## src/rtl/cfg_pkg.sv

```systemverilog
// Shared types and defaults for the configuration sequencer.
package cfg_pkg;

    localparam int CFG_NUM_TILES = 16;
    localparam int CFG_ADDR_W    = 4;
    localparam int CFG_DATA_W    = 32;

    typedef enum logic [1:0] {
        IDLE  = 2'd0,
        LOAD  = 2'd1,
        FLUSH = 2'd2,
        DONE  = 2'd3
    } cfg_state_e;

    // One-hot tile strobe for a tile index.
    function automatic logic [CFG_NUM_TILES-1:0] onehot(input logic [CFG_ADDR_W-1:0] idx);
        logic [CFG_NUM_TILES-1:0] v;
        v      = '0;
        v[idx] = 1'b1;
        return v;
    endfunction

endpackage

```

## src/rtl/config_sequencer_if.sv

```systemverilog
// Host command / word stream and fabric config strobe bundle.
interface config_sequencer_if #(
    parameter int NUM_TILES = 16,
    parameter int ADDR_W    = 4,
    parameter int DATA_W    = 32
);
    logic                 start;
    logic [ADDR_W-1:0]    first_tile;
    logic [ADDR_W:0]      num_words;
    logic                 abort;
    logic [DATA_W-1:0]    in_data;
    logic                 in_valid;
    logic                 in_ready;
    logic [DATA_W-1:0]    config_data;
    logic [NUM_TILES-1:0] config_en;
    logic                 busy;
    logic                 done;
    logic                 error;

    modport master (
        output start, first_tile, num_words, abort, in_data, in_valid,
        input  in_ready, config_data, config_en, busy, done, error
    );

    modport slave (
        input  start, first_tile, num_words, abort, in_data, in_valid,
        output in_ready, config_data, config_en, busy, done, error
    );
endinterface

```

## src/rtl/config_sequencer.sv

```systemverilog
// Streams configuration words into consecutive switch-box tiles.
//
// state | meaning
// IDLE  | waiting for start; range-checks the request
// LOAD  | accepting words, one tile strobe per accepted word
// FLUSH | last strobe on the outputs, no more words accepted
// DONE  | one-cycle completion pulse
module config_sequencer
    import cfg_pkg::*;
#(
    parameter int NUM_TILES = CFG_NUM_TILES,
    parameter int ADDR_W    = CFG_ADDR_W,
    parameter int DATA_W    = CFG_DATA_W
) (
    input logic               clk,
    input logic               reset,
    config_sequencer_if.slave bus
);

    cfg_state_e           r_state;
    cfg_state_e           w_next_state;
    logic [ADDR_W-1:0]    r_ptr;
    logic [ADDR_W:0]      r_remaining;
    logic [DATA_W-1:0]    r_config_data;
    logic [NUM_TILES-1:0] r_config_en;
    logic                 r_error;

    logic [ADDR_W+1:0]    w_range_sum;
    logic                 w_range_bad;
    logic                 w_beat;
    logic                 w_last;
    logic                 w_in_ready;
    logic                 w_busy;
    logic                 w_done;

    // Extra headroom bits so first_tile + num_words can never overflow.
    assign w_range_sum = {2'b00, bus.first_tile} + {1'b0, bus.num_words};
    assign w_range_bad = w_range_sum > (ADDR_W+2)'(NUM_TILES);
    assign w_beat      = (r_state == LOAD) && bus.in_valid && !bus.abort;
    assign w_last      = w_beat && (r_remaining == (ADDR_W+1)'(1));

    // State register.
    always_ff @(posedge clk or negedge reset) begin
        if (!reset) begin
            r_state <= IDLE;
        end else begin
            r_state <= w_next_state;
        end
    end

    // Next-state decode.
    always_comb begin
        w_next_state = r_state;
        case (r_state)
            IDLE: begin
                if (bus.start) begin
                    if (w_range_bad) begin
                        w_next_state = IDLE;
                    end else if (bus.num_words == '0) begin
                        w_next_state = DONE;
                    end else begin
                        w_next_state = LOAD;
                    end
                end
            end
            LOAD: begin
                if (bus.abort) begin
                    w_next_state = IDLE;
                end else if (w_last) begin
                    w_next_state = FLUSH;
                end
            end
            FLUSH:   w_next_state = DONE;
            DONE:    w_next_state = IDLE;
            default: w_next_state = IDLE;
        endcase
    end

    // State-decoded outputs; in_ready deliberately ignores in_valid.
    always_comb begin
        w_in_ready = 1'b0;
        w_busy     = 1'b0;
        w_done     = 1'b0;
        case (r_state)
            IDLE:    w_busy = 1'b0;
            LOAD:    begin w_in_ready = 1'b1; w_busy = 1'b1; end
            FLUSH:   w_busy = 1'b1;
            DONE:    begin w_busy = 1'b1; w_done = 1'b1; end
            default: w_busy = 1'b0;
        endcase
    end

    // Tile pointer, word counter, registered strobe/data and sticky error.
    always_ff @(posedge clk or negedge reset) begin
        if (!reset) begin
            r_ptr         <= '0;
            r_remaining   <= '0;
            r_config_data <= '0;
            r_config_en   <= '0;
            r_error       <= 1'b0;
        end else begin
            r_config_en <= '0;
            case (r_state)
                IDLE: begin
                    if (bus.start) begin
                        r_ptr       <= bus.first_tile;
                        r_remaining <= bus.num_words;
                        r_error     <= w_range_bad;
                    end
                end
                LOAD: begin
                    if (bus.abort) begin
                        r_error <= 1'b1;
                    end else if (w_beat) begin
                        r_config_data <= bus.in_data;
                        r_config_en   <= NUM_TILES'(onehot(CFG_ADDR_W'(r_ptr)));
                        r_ptr         <= r_ptr + ADDR_W'(1);
                        r_remaining   <= r_remaining - (ADDR_W+1)'(1);
                    end
                end
                default: begin
                end
            endcase
        end
    end

    assign bus.in_ready    = w_in_ready;
    assign bus.busy        = w_busy;
    assign bus.done        = w_done;
    assign bus.error       = r_error;
    assign bus.config_data = r_config_data;
    assign bus.config_en   = r_config_en;

endmodule

```

## src/flat_wrapper.sv

```systemverilog
// flat-port wrapper written by rule: the top's interface ports become plain ports
module config_sequencer_flat import cfg_pkg::*;
#(
    parameter int NUM_TILES = CFG_NUM_TILES,
    parameter int ADDR_W    = CFG_ADDR_W,
    parameter int DATA_W    = CFG_DATA_W
)
  (clk, reset, bus_start, bus_first_tile, bus_num_words, bus_abort, bus_in_data, bus_in_valid, bus_in_ready, bus_config_data, bus_config_en, bus_busy, bus_done, bus_error);
  config_sequencer_if #(.NUM_TILES(NUM_TILES), .ADDR_W(ADDR_W), .DATA_W(DATA_W)) bus_i ();
  input logic clk;
  input logic reset;
  input wire logic [$bits(bus_i.start)-1:0] bus_start;
  input wire logic [$bits(bus_i.first_tile)-1:0] bus_first_tile;
  input wire logic [$bits(bus_i.num_words)-1:0] bus_num_words;
  input wire logic [$bits(bus_i.abort)-1:0] bus_abort;
  input wire logic [$bits(bus_i.in_data)-1:0] bus_in_data;
  input wire logic [$bits(bus_i.in_valid)-1:0] bus_in_valid;
  output wire logic [$bits(bus_i.in_ready)-1:0] bus_in_ready;
  output wire logic [$bits(bus_i.config_data)-1:0] bus_config_data;
  output wire logic [$bits(bus_i.config_en)-1:0] bus_config_en;
  output wire logic [$bits(bus_i.busy)-1:0] bus_busy;
  output wire logic [$bits(bus_i.done)-1:0] bus_done;
  output wire logic [$bits(bus_i.error)-1:0] bus_error;
  assign bus_i.start = bus_start;
  assign bus_i.first_tile = bus_first_tile;
  assign bus_i.num_words = bus_num_words;
  assign bus_i.abort = bus_abort;
  assign bus_i.in_data = bus_in_data;
  assign bus_i.in_valid = bus_in_valid;
  assign bus_in_ready = bus_i.in_ready;
  assign bus_config_data = bus_i.config_data;
  assign bus_config_en = bus_i.config_en;
  assign bus_busy = bus_i.busy;
  assign bus_done = bus_i.done;
  assign bus_error = bus_i.error;
  config_sequencer #(.NUM_TILES(NUM_TILES), .ADDR_W(ADDR_W), .DATA_W(DATA_W)) u_core (.clk(clk), .reset(reset), .bus(bus_i));
endmodule
```

## config.mk

```make
export PLATFORM = sky130hd
export DESIGN_NAME = config_sequencer_flat
export DESIGN_NICKNAME = d
export VERILOG_FILES = /design/src/rtl/cfg_pkg.sv /design/src/rtl/config_sequencer_if.sv /design/src/rtl/config_sequencer.sv /design/src/flat_wrapper.sv
export SDC_FILE = /design/constraint.sdc
export NUM_CORES = 1
export LEC_CHECK = 0
export ABC_AREA = 1
export CAP_MARGIN = 20
export CORE_MARGIN = 2
export CORE_UTILIZATION = 48
export CTS_CLUSTER_DIAMETER = 50
export DETAILED_ROUTE_END_ITERATION = 7
export PLACE_DENSITY_LB_ADDON = 0.05
export SYNTH_ARGS = -nofsm -noshare
export SYNTH_HDL_FRONTEND = slang
export SYNTH_SLANG_ARGS = --single-unit
```

## constraint.sdc

```tcl
create_clock -name clk -period 3.7 [get_ports clk]
set_input_delay 0.555 -clock clk [delete_from_list [all_inputs] [get_ports clk]]
set_output_delay 0.555 -clock clk [all_outputs]
set_load 0.01 [all_outputs]
```

Word level (Yosys, flattened, before mapping)
Index checks and enable logic that the tools add are counted.
{"block": "op_classes", "n_addsub": 3, "mul": 0, "div_mod_pow": 0, "n_lt_le_gt_ge": 3, "n_eq_ne": 9, "shifts": 0, "n_mux": 25, "bitwise_logic": 1, "n_reduce_logical": 13}
{"op": "2-to-1 mux 16 bit", "count": 3}
{"op": "2-to-1 mux 5 bit", "count": 3}
{"op": "2-to-1 mux 4 bit", "count": 3}
{"op": "2-to-1 mux 2 bit", "count": 5}
{"op": "case mux 5 bit (2 select lines)", "count": 1}
{"op": "case mux 2 bit (4 select lines)", "count": 1}
{"op": "case mux 4 bit (2 select lines)", "count": 1}
{"op": "adder 4 x 5 -> 6 bit", "count": 1}
{"op": "greater-than comparator 6 x 5 -> 1 bit, second input constant", "count": 1}
{"op": "inequality test 2 bit, second input constant", "count": 3}
{"op": "AND reduction 3 bit", "count": 2}
{"op": "equality test 5 x 1 -> 1 bit, second input constant", "count": 1}
{"op": "logical NOT 5 bit", "count": 1}
{"op": "less-than comparator 4 x 5 -> 1 bit, second input constant", "count": 1}
{"op": "2-to-1 mux 1 bit", "count": 5}
{"op": "subtractor 5 x 1 -> 5 bit, second input constant", "count": 1}
{"op": "adder 4 x 1 -> 4 bit, second input constant", "count": 1}
{"op": "demux 1 bit (select 4 bit)", "count": 1}
{"op": "equality test 2 bit, second input constant", "count": 2}
{"op": ">= comparator 4 x 1 -> 1 bit, second input constant", "count": 1}
{"op": "logical AND 1 bit", "count": 4}
{"op": "case mux 1 bit (2 select lines)", "count": 2}
{"op": "AND reduction 4 bit", "count": 1}
{"op": "inequality test 3 x 2 -> 1 bit, second input constant", "count": 1}
{"op": "other kinds (8)", "count": 8}
{"block": "word_totals", "register_bits": 60, "latch_bits": 0, "ram_bits": 0, "mem_bits_ro": 0, "inputBits": 46, "output_inout_bits": 52, "elab_cells": 60, "n_memories": 0}

Longest topological paths before layout
Gate-level depths: netlist of the first run.
{"block": "logic_depth", "word_depth": 7, "ltp_mapped": 10, "depth_no_buf": 10}

Worst setup path before layout of the first run
No wires, ideal clock.
{"block": "synth_path", "path_type": "input to register", "from": "in bus_num_words[0]", "to": "reg u_core.r_error, in the netlist u_core.bus.error", "setup_ns": 0.130, "arrival_time_ns": 1.879, "required_time_ns": 3.570, "path_slack_ns": 1.691, "cell_stages": 8, "path_buffers": 0, "path_cell_list": "ha_1 -> fa_1 -> or2_2 -> nor2_1 -> nand3_1 -> nand2_1 -> and2_1 -> o21ai_0"}
{"block": "synth_between", "elab_chain_cells": 4}
{"element": "from (decl)", "line": "flat_wrapper.sv:14", "rtl": "input wire logic [$bits(bus_i.num_words)-1:0] bus_num_words;"}
{"element": "adder 4 x 5 -> 6 bit", "line": "config_sequencer.sv:37", "rtl": "assign w_range_sum = {2'b00, bus.first_tile} + {1'b0, bus.num_words};"}
{"element": "greater-than comparator 6 x 5 -> 1 bit", "line": "config_sequencer.sv:38", "rtl": "assign w_range_bad = w_range_sum > (ADDR_W+2)'(NUM_TILES);"}
{"element": "2-to-1 mux 1 bit", "line": "config_sequencer.sv:105", "rtl": "if (bus.start) begin"}
{"element": "case mux 1 bit (2 select lines)", "line": "config_sequencer.sv:103", "rtl": "case (r_state)"}
{"element": "to (signal assigned)", "line": "config_sequencer.sv:108", "rtl": "r_error <= w_range_bad;"}
{"element": "to (decl)", "line": "config_sequencer.sv:26", "rtl": "logic r_error;"}
No other way between the ends. The select of a mux whose other input is x is not followed.
A chain may end at the register's enable or synchronous reset.

Final worst setup path of the first run
{"block": "layout_path", "from": "reg u_core.r_state[1]", "to": "out bus_in_ready"}
{"block": "layout_between", "elab_chain_cells": 2}
{"element": "from (decl)", "line": "config_sequencer.sv:20", "rtl": "cfg_state_e r_state;"}
{"element": "from (signal assigned)", "line": "config_sequencer.sv:47", "rtl": "r_state <= w_next_state;"}
{"element": "equality test 2 x 1 -> 1 bit", "line": "config_sequencer.sv:84", "rtl": "case (r_state)"}
{"element": "2-to-1 mux 1 bit", "line": "config_sequencer.sv:84"}
{"element": "to (decl)", "line": "flat_wrapper.sv:18", "rtl": "output wire logic [$bits(bus_i.in_ready)-1:0] bus_in_ready;"}
No other way between the ends.

==> results.txt, run 1 <==
Leaving out fill and tap cells, the most frequent cell in the layout is nand2_1. The flow ran to the end, and the final reports show no timing, DRC or antenna violations. The final weighted congestion of routability-driven global placement came out at 0.833. Gates resized during post-CTS repair numbered 0. The source of the critical timing path is u_core.r_state[1]. The category of the critical setup timing path is reg -> out.

The wire length of the first global-routing pass came out at 10.3 mm. The boundary pin count came out at 98. The synthesized design spends more area on one cell type than any other, namely dfrtp_1.

The library cells used most frequently in the layout, excluding fill and tap cells, are nand2_1 (131), clkdlybuf4s50_1 (96), dfrtp_1 (60), nor2_1 (26), inv_1 (21). Along the worst path, the maximum fanout reaches 12. The slew at the pin closest to its max-slew limit is 0.859 ns. The detailed-router iteration count before antenna repair came out at 4. STA puts the critical path data required time at 3.14 ns. The final-layout setup total negative slack is 0 ns. The number of hold violations in the final report is 0.

The number of max-capacitance violations reported came out at 0. Among cell families on the critical path, the largest total delay comes from buffers and inverters. The critical path capture point type is an output pin. The floorplan has 27 rows. The share of final-layout standard cells stronger than drive strength 1 is 7.66%.

The biggest cell delay along the critical path is 0.62 ns. The reg-to-reg startpoint is u_core.r_state[1]. Counting distinct cell types in the post-synthesis netlist gives 32. The cell count after synthesis came out at 312.

The critical path launch point type is a flip-flop. The final standard cell utilization of the core came out at 72.1%. In this run, synthesis produced a sequential element count of 60. The number of antenna violations at the first check in global routing is 0. The total die area came out at 6320 µm². 0 antenna diodes ended up in the layout.

The number of global-route vias before repair came to 2299. Once the floorplan was initialized, standard cells occupied 49.7% of the core. The slowest stage of the critical path is the clkdlybuf4s50_1 cell. The summed instance area of the synthesized netlist came out at 2740 µm². The critical path buffer and inverter count came out at 3. The average routed wire per standard cell came out at 12.4 µm.

Clock latency on the worst-skew pair, taken at its later pin, is 0.32 ns. Global routing finished with a remaining overflow of 0. The core region is 5510 µm².

In this run the static leakage power is 1.94 nW. The part of the Yosys area used for sequential elements is 54.8%. The CTS buffer count is 9. The maximum frequency from static timing analysis is 414 MHz. The number of nets produced by synthesis came out at 369. The final wirelength is 6.10 mm. The number of H-tree branching levels is 3. The critical path goes through inv_2 -> nand2_4 -> inv_1 -> clkdlybuf4s50_1. The average vias per placed instance came out at 4.78. The capture instance of the worst register-to-register path is u_core.r_remaining[3].

The headroom to the max-slew limit came out at 42.7%. The share of the synthesized area in the top cell type is 54.8%. The clock tree root driver cell is clkbuf_8. The clock period could shrink to 2.42 ns. The filler cells instantiated in the layout total 439. Measured along the x axis, the die boundary spans 79.5 µm.

Setup violations remaining at the end of the flow were counted as 0. The cell area power density came out at 726 nW/µm². The area growth from synthesis to layout is 45.1%.

The final period utilization is 65.4%. The setup fix buffers added after clock tree synthesis came out at 0. The number of sinks on the clock net came out at 60. The arrival time at the worst endpoint is 1.86 ns. Setup slack on the worst reg-to-reg path comes out at 1.85 ns.

The aggregate global-route resource usage is 20.8%. The maximum number of pins on one net before global-route repair came out at 40. After detailed routing, the number of remaining DRC violations is 0. The number of max-slew violations in the final report is 0. After synthesis, the mean cell area works out to 8.77 µm². The detail route stage leaves a number of antenna-violating nets equal to 0. The final clock skew is 0.00718 ns. Across the VDD grid, the largest voltage drop is 454 µV. The tightest min-delay check is of the in -> async type. The first-iteration detailed-routing DRC count is 93. The number of buffers inserted by port buffering is 97. The path depth of the worst reg2reg path came out at 9. The sequential cells in the finished layout cover a total of 1500 µm². The total area of multi-input combinational cells came out at 1090 µm².

The clock slew at the register clock pins of the worst setup and hold paths is 0.07 ns. The height of the chip is 79.5 µm. For this design, the CTS-stage hold fixing added 0 buffers. The clock tree from TritonCTS is built.

The buffer depth of the longest clock path is 2. The number of warnings issued by yosys came out at 0. Yosys attributes the largest share of cell area to dfrtp_1 (55%), nand2_1 (18%), ha_1 (4.6%), nor2_1 (3.6%), inv_1 (2.9%). The detailed placer's ending HPWL is 4.46 mm. At the end of the flow, the number of nets in the layout was 470. Setup repair after global routing left no endpoint under its margin. The via total after detailed routing is 2344.
## cells in the mapped netlist
cell,count
a21oi_1,7
a22oi_1,1
a31oi_1,1
and2_1,1
buf_2,4
buf_8,1
clkbuf_1,3
dfrtp_1,60
fa_1,1
ha_1,10
inv_1,21
inv_2,1
inv_4,1
inv_6,1
nand2_1,131
nand2_4,2
nand3_1,10
nand4_1,1
nor2_1,26
nor2_2,1
nor2_4,1
nor2_8,1
nor4_1,1
o211ai_1,1
o211ai_4,1
o21ai_0,10
o21ai_1,3
o21ai_2,3
o22ai_2,1
or2_2,2
xnor2_1,1
xor2_1,3
## cell type report
type | instances | area share, %
clock buffer | 10 | 3.21
clock inverter | 6 | 2.24
inverter | 24 | 2.46
multi-input combinational | 220 | 27.5
sequential | 60 | 37.8
tap | 72 | 2.27
timing repair buffer | 98 | 24.5
## per-layer routing
layer  track usage [%]  routed length [µm]  vias up  part of all wire, %
met2              35.4                2960       67                   48
met1              26.5                2720     1098                   45
met3              4.30                 336       10                  5.5
met4              7.24                  80        0                  1.3
met5                 0                   0        -                    0
li1                  -                   -     1169                    -
## how the worst max path moves through the flow
| stage | end | cells after the start | slack, ns |
|---|---|---|---|
| global route | bus_in_ready | 4 | 1.19 |
| CTS | bus_in_ready | 4 | 1.26 |
| finish | bus_in_ready | 4 | 1.28 |
| global placement | u_core.bus.error | 9 | 1.13 |
| detailed placement | u_core.bus.error | 9 | 1.08 |
| floorplan | u_core.bus.error | 8 | 1.69 |
## through the flow
| stage | total power [W] | worst slack [ns] | std cells | instance area (µm²) | hold slack, ns |
|---|---|---|---|---|---|
| 4_1_cts | 0.00291 | 1.26 | 490 | 3970 | 0.364 |
| 6_report | 0.00288 | 1.28 | 490 | 3970 | 0.341 |
| 3_3_place_gp | 0.00224 | 1.13 | 474 | 3750 | 0.461 |
| 3_5_place_dp | 0.00227 | 1.08 | 474 | 3750 | 0.464 |
| 5_1_grt | 0.00311 | 1.19 | 490 | 3970 | 0.400 |
| 2_1_floorplan | 0.00170 | 1.69 | 312 | 2740 | 0.259 |
## registers in the layout, indices dropped and copies added (netlist names)
| signal | count |
|---|---|
| u_core.bus.error | 1 |
| u_core.r_ptr | 4 |
| u_core.bus.config_data | 32 |
| u_core.r_state | 2 |
| u_core.r_remaining | 5 |
| u_core.bus.config_en | 16 |
## where the power goes
group          switching (W)  internal (W)
combinational       0.000621      0.000597
clock               0.000250      0.000379
sequential          0.000148      0.000889
total                0.00102       0.00187
## kinds of logic after synthesis
group | share of synthesized area, %
adders and majority gates | 5.30
and+or+nand+nor | 26.7
xor gates and xnor gates | 1.28
DFF | 54.8
AOI/OAI and AO/OA | 6.63
buffers and inverters | 5.26
(Power assumes the default switching activity.)
==> run 2: changes to the inputs <==
--- a/config.mk
+++ b/config.mk
@@ -8,7 +8,7 @@
 export ABC_AREA = 1
 export CAP_MARGIN = 20
 export CORE_MARGIN = 2
-export CORE_UTILIZATION = 48
+export CORE_UTILIZATION = 45
 export CTS_CLUSTER_DIAMETER = 50
 export DETAILED_ROUTE_END_ITERATION = 7
 export PLACE_DENSITY_LB_ADDON = 0.05
==> constraint.sdc (replaced) <==
create_clock -name clk -period 2.3 [get_ports clk]
set_input_delay 0.345 -clock clk [delete_from_list [all_inputs] [get_ports clk]]
set_output_delay 0.345 -clock clk [all_outputs]
set_load 0.01 [all_outputs]
==> run 2 against run 1 <==
Combinational power grew 61%. Global-route usage down 2.6 points. Clock skew increased by 0.0013 ns. Wire length decreased by 2.1%. Via count is 2.2% lower. Sequential share of layout area increased by 0.072 points. Register-to-register slack lost 1.3 ns. Non-clock buffer count rose by 3. Largest power group unchanged. Highest routed layer unchanged.
==> results.txt, run 2 (synthesis results as in run 1) <==
The boundary pin count is 98. The run finished with clean final reports. The headroom to the max-slew limit came out at 53.9%.

The aggregate global-route resource usage is 18.3%. The number of hold violations in the final report came to 0. The average routed wire per standard cell is 12.0 µm.

The die is 82.0 µm tall. The floorplan has 28 rows. Global routing finished with a remaining overflow of 0. In this run, the number of DRC markers left after iteration 0 of detailed routing was 109. STA puts the critical path data arrival time at 2.23 ns. The clock tree root driver cell is clkbuf_8.

The post-cts repair resize count is 0. The die covers 6720 µm². The average vias per placed instance is 4.62.

The number of max-slew violations in the final report is 0. met2 is the most crowded layer. Entering global routing, the biggest net connects 38 pins. The number of max-capacitance violations reported is 0. The global-route met3 utilization is 5.27%. The critical path launch point type is an input pin. The register with the most flip-flops in the layout has 32 of them. The clock reaches the later pin of the worst-skew pair after 0.32 ns. The CTS buffer count came out at 9. Global routing used 28.0% of the available met2 tracks. The DRC violations left is 0. The setup path with the least slack is of type in -> reg.

Dividing total power by cell area gives a power density of 1120 nW/µm². The number of antenna violations at the first check in global routing is 0. The wire length of the first global-routing pass came out at 9.43 mm. In this run, post-CTS hold repair placed 0 buffers. The number of buffers inserted by port buffering came out at 97. The count of final setup violators came out at 0. The met1 routing resource usage after global routing came out at 25.3%. Counting along the longest clock path gives a buffer depth of 2.

The via total after detailed routing came out at 2292. The detail route stage leaves a number of antenna-violating nets equal to 0. The area of the core region is 5890 µm². The number of filler cells placed in the layout is 504. The setup fix buffers added after clock tree synthesis is 0. The net total in the final layout is 473.

The worst hold path belongs to the class in -> async. Summed over all cells, the static leakage comes to 1.93 nW. Counting I/O delays and the setup requirement, the final critical path takes 2.04 ns. The slew at the pin closest to its max-slew limit came out at 0.692 ns. The die outline width came out at 82.0 µm. In this run the worst path has a maximum fanout of 3. The critical path capture point type is a flip-flop. The worst-case vdd ir drop is 632 µV. The commonest non-fill, non-tap cell in the layout is nand2_1. In the finished design, the share of the clock period the worst path needs comes to 88.7%. Setup repair after global routing left no endpoint under its margin. The number of H-tree branching levels came out at 3. The total power came out at 0.00442 W. The clock tree from TritonCTS is built. The detailed-router iteration count before antenna repair is 4. The cell area reported after detailed placement came out at 3790 µm². The share of final-layout standard cells stronger than drive strength 1 is 8.08%.

The detailed placer's ending HPWL came out at 4.44 mm. The number of global-route vias before repair is 2082. In the layout the commonest cells are nand2_1 (131), clkdlybuf4s50_1 (96), dfrtp_1 (60), nor2_1 (26), inv_1 (21).

The final weighted congestion of routability-driven global placement came out at 0.815. The number of diodes added for antenna fixing is 0. The maximum frequency from static timing analysis is 490 MHz.

For this block, the routed nets add up to 5.97 mm of wire. The final clock skew is 0.00843 ns. Relative to the synthesized area, the layout overhead comes to 44.8%. The clock slew at the register clock pins of the worst setup and hold paths is 0.06 ns. The post-route cell area came out at 3960 µm². The critical path data required time came out at 2.49 ns. The clock drives 60 sinks.

The starting density of the core is 46.5%.
[run 2: layout make-up]
class                   instances  area, µm²  area share [%]
clock buffers                  12        145            3.66
inverters                      24       97.6            2.46
well taps                      75       93.8            2.37
repair buffers                101       1010            25.4
flip-flops and latches         60       1500            37.9
multi-input cells             220       1090            27.6
clock inverters                 4       25.0           0.631
[run 2: worst max-delay path, stage by stage]
cell,delay [ns]
clkdlybuf4s50_1,0.52
ha_1,0.22
fa_1,0.41
or2_2,0.30
nor2_1,0.10
nand3_1,0.08
nand2_1,0.09
and2_1,0.12
o21ai_0,0.06
[run 2: report_power, final]
group	internal (W)	total, W	switching [W]
Combinational	0.000980	0.00196	0.000982
Sequential	0.00143	0.00166	0.000226
Clock	0.000417	0.000804	0.000387
Total	0.00283	0.00442	0.00160
[run 2: per-stage QoR]
step	setup TNS [ns]	hold slack, ns	util, %	std cells	setup WS [ns]
after floorplan	0	0.0494	-	312	0.501
after global placement	-0.102	0.421	64.5	480	-0.0510
after detailed placement	-0.243	0.431	64.5	480	-0.0972
after CTS	0	0.0798	67.3	496	0.252
after global routing	0	0.105	67.3	496	0.0665
final	0	0.0740	67.3	496	0.259
[run 2: final timing paths]
check	startpoint	slack, ns	endpoint	depth (start not counted)
setup / recovery	bus_num_words[0]	0.26	u_core.bus.error	9
hold reg to reg	u_core.bus.config_data[5]	0.48	u_core.bus.config_data[5]	2
min in group clk	u_core.bus.config_data[5]	0.48	u_core.bus.config_data[5]	2
max in group asynchronous	reset	1.62	u_core.bus.config_data[2]	2
hold / removal	reset	0.07	u_core.bus.config_data[20]	1
setup reg to reg	u_core.r_state[1]	0.60	u_core.r_ptr[3]	9
[run 2: routing by layer]
metal | share of wire (%) | vias to the layer above
li1 | - | 1176
met1 | 47 | 1035
met2 | 44 | 77
met3 | 8.4 | 4
met4 | 0.96 | 0
met5 | 0 | -
==> run 3: changes to the inputs <==
--- a/config.mk
+++ b/config.mk
@@ -9,7 +9,7 @@
 export CAP_MARGIN = 20
 export CORE_MARGIN = 2
 export CORE_UTILIZATION = 45
-export CTS_CLUSTER_DIAMETER = 50
+export CTS_CLUSTER_DIAMETER = 200
 export DETAILED_ROUTE_END_ITERATION = 7
 export PLACE_DENSITY_LB_ADDON = 0.05
 export SYNTH_ARGS = -nofsm -noshare
==> results of run 3 <==
Final layout, timing and power as in run 2 (identical DEF).
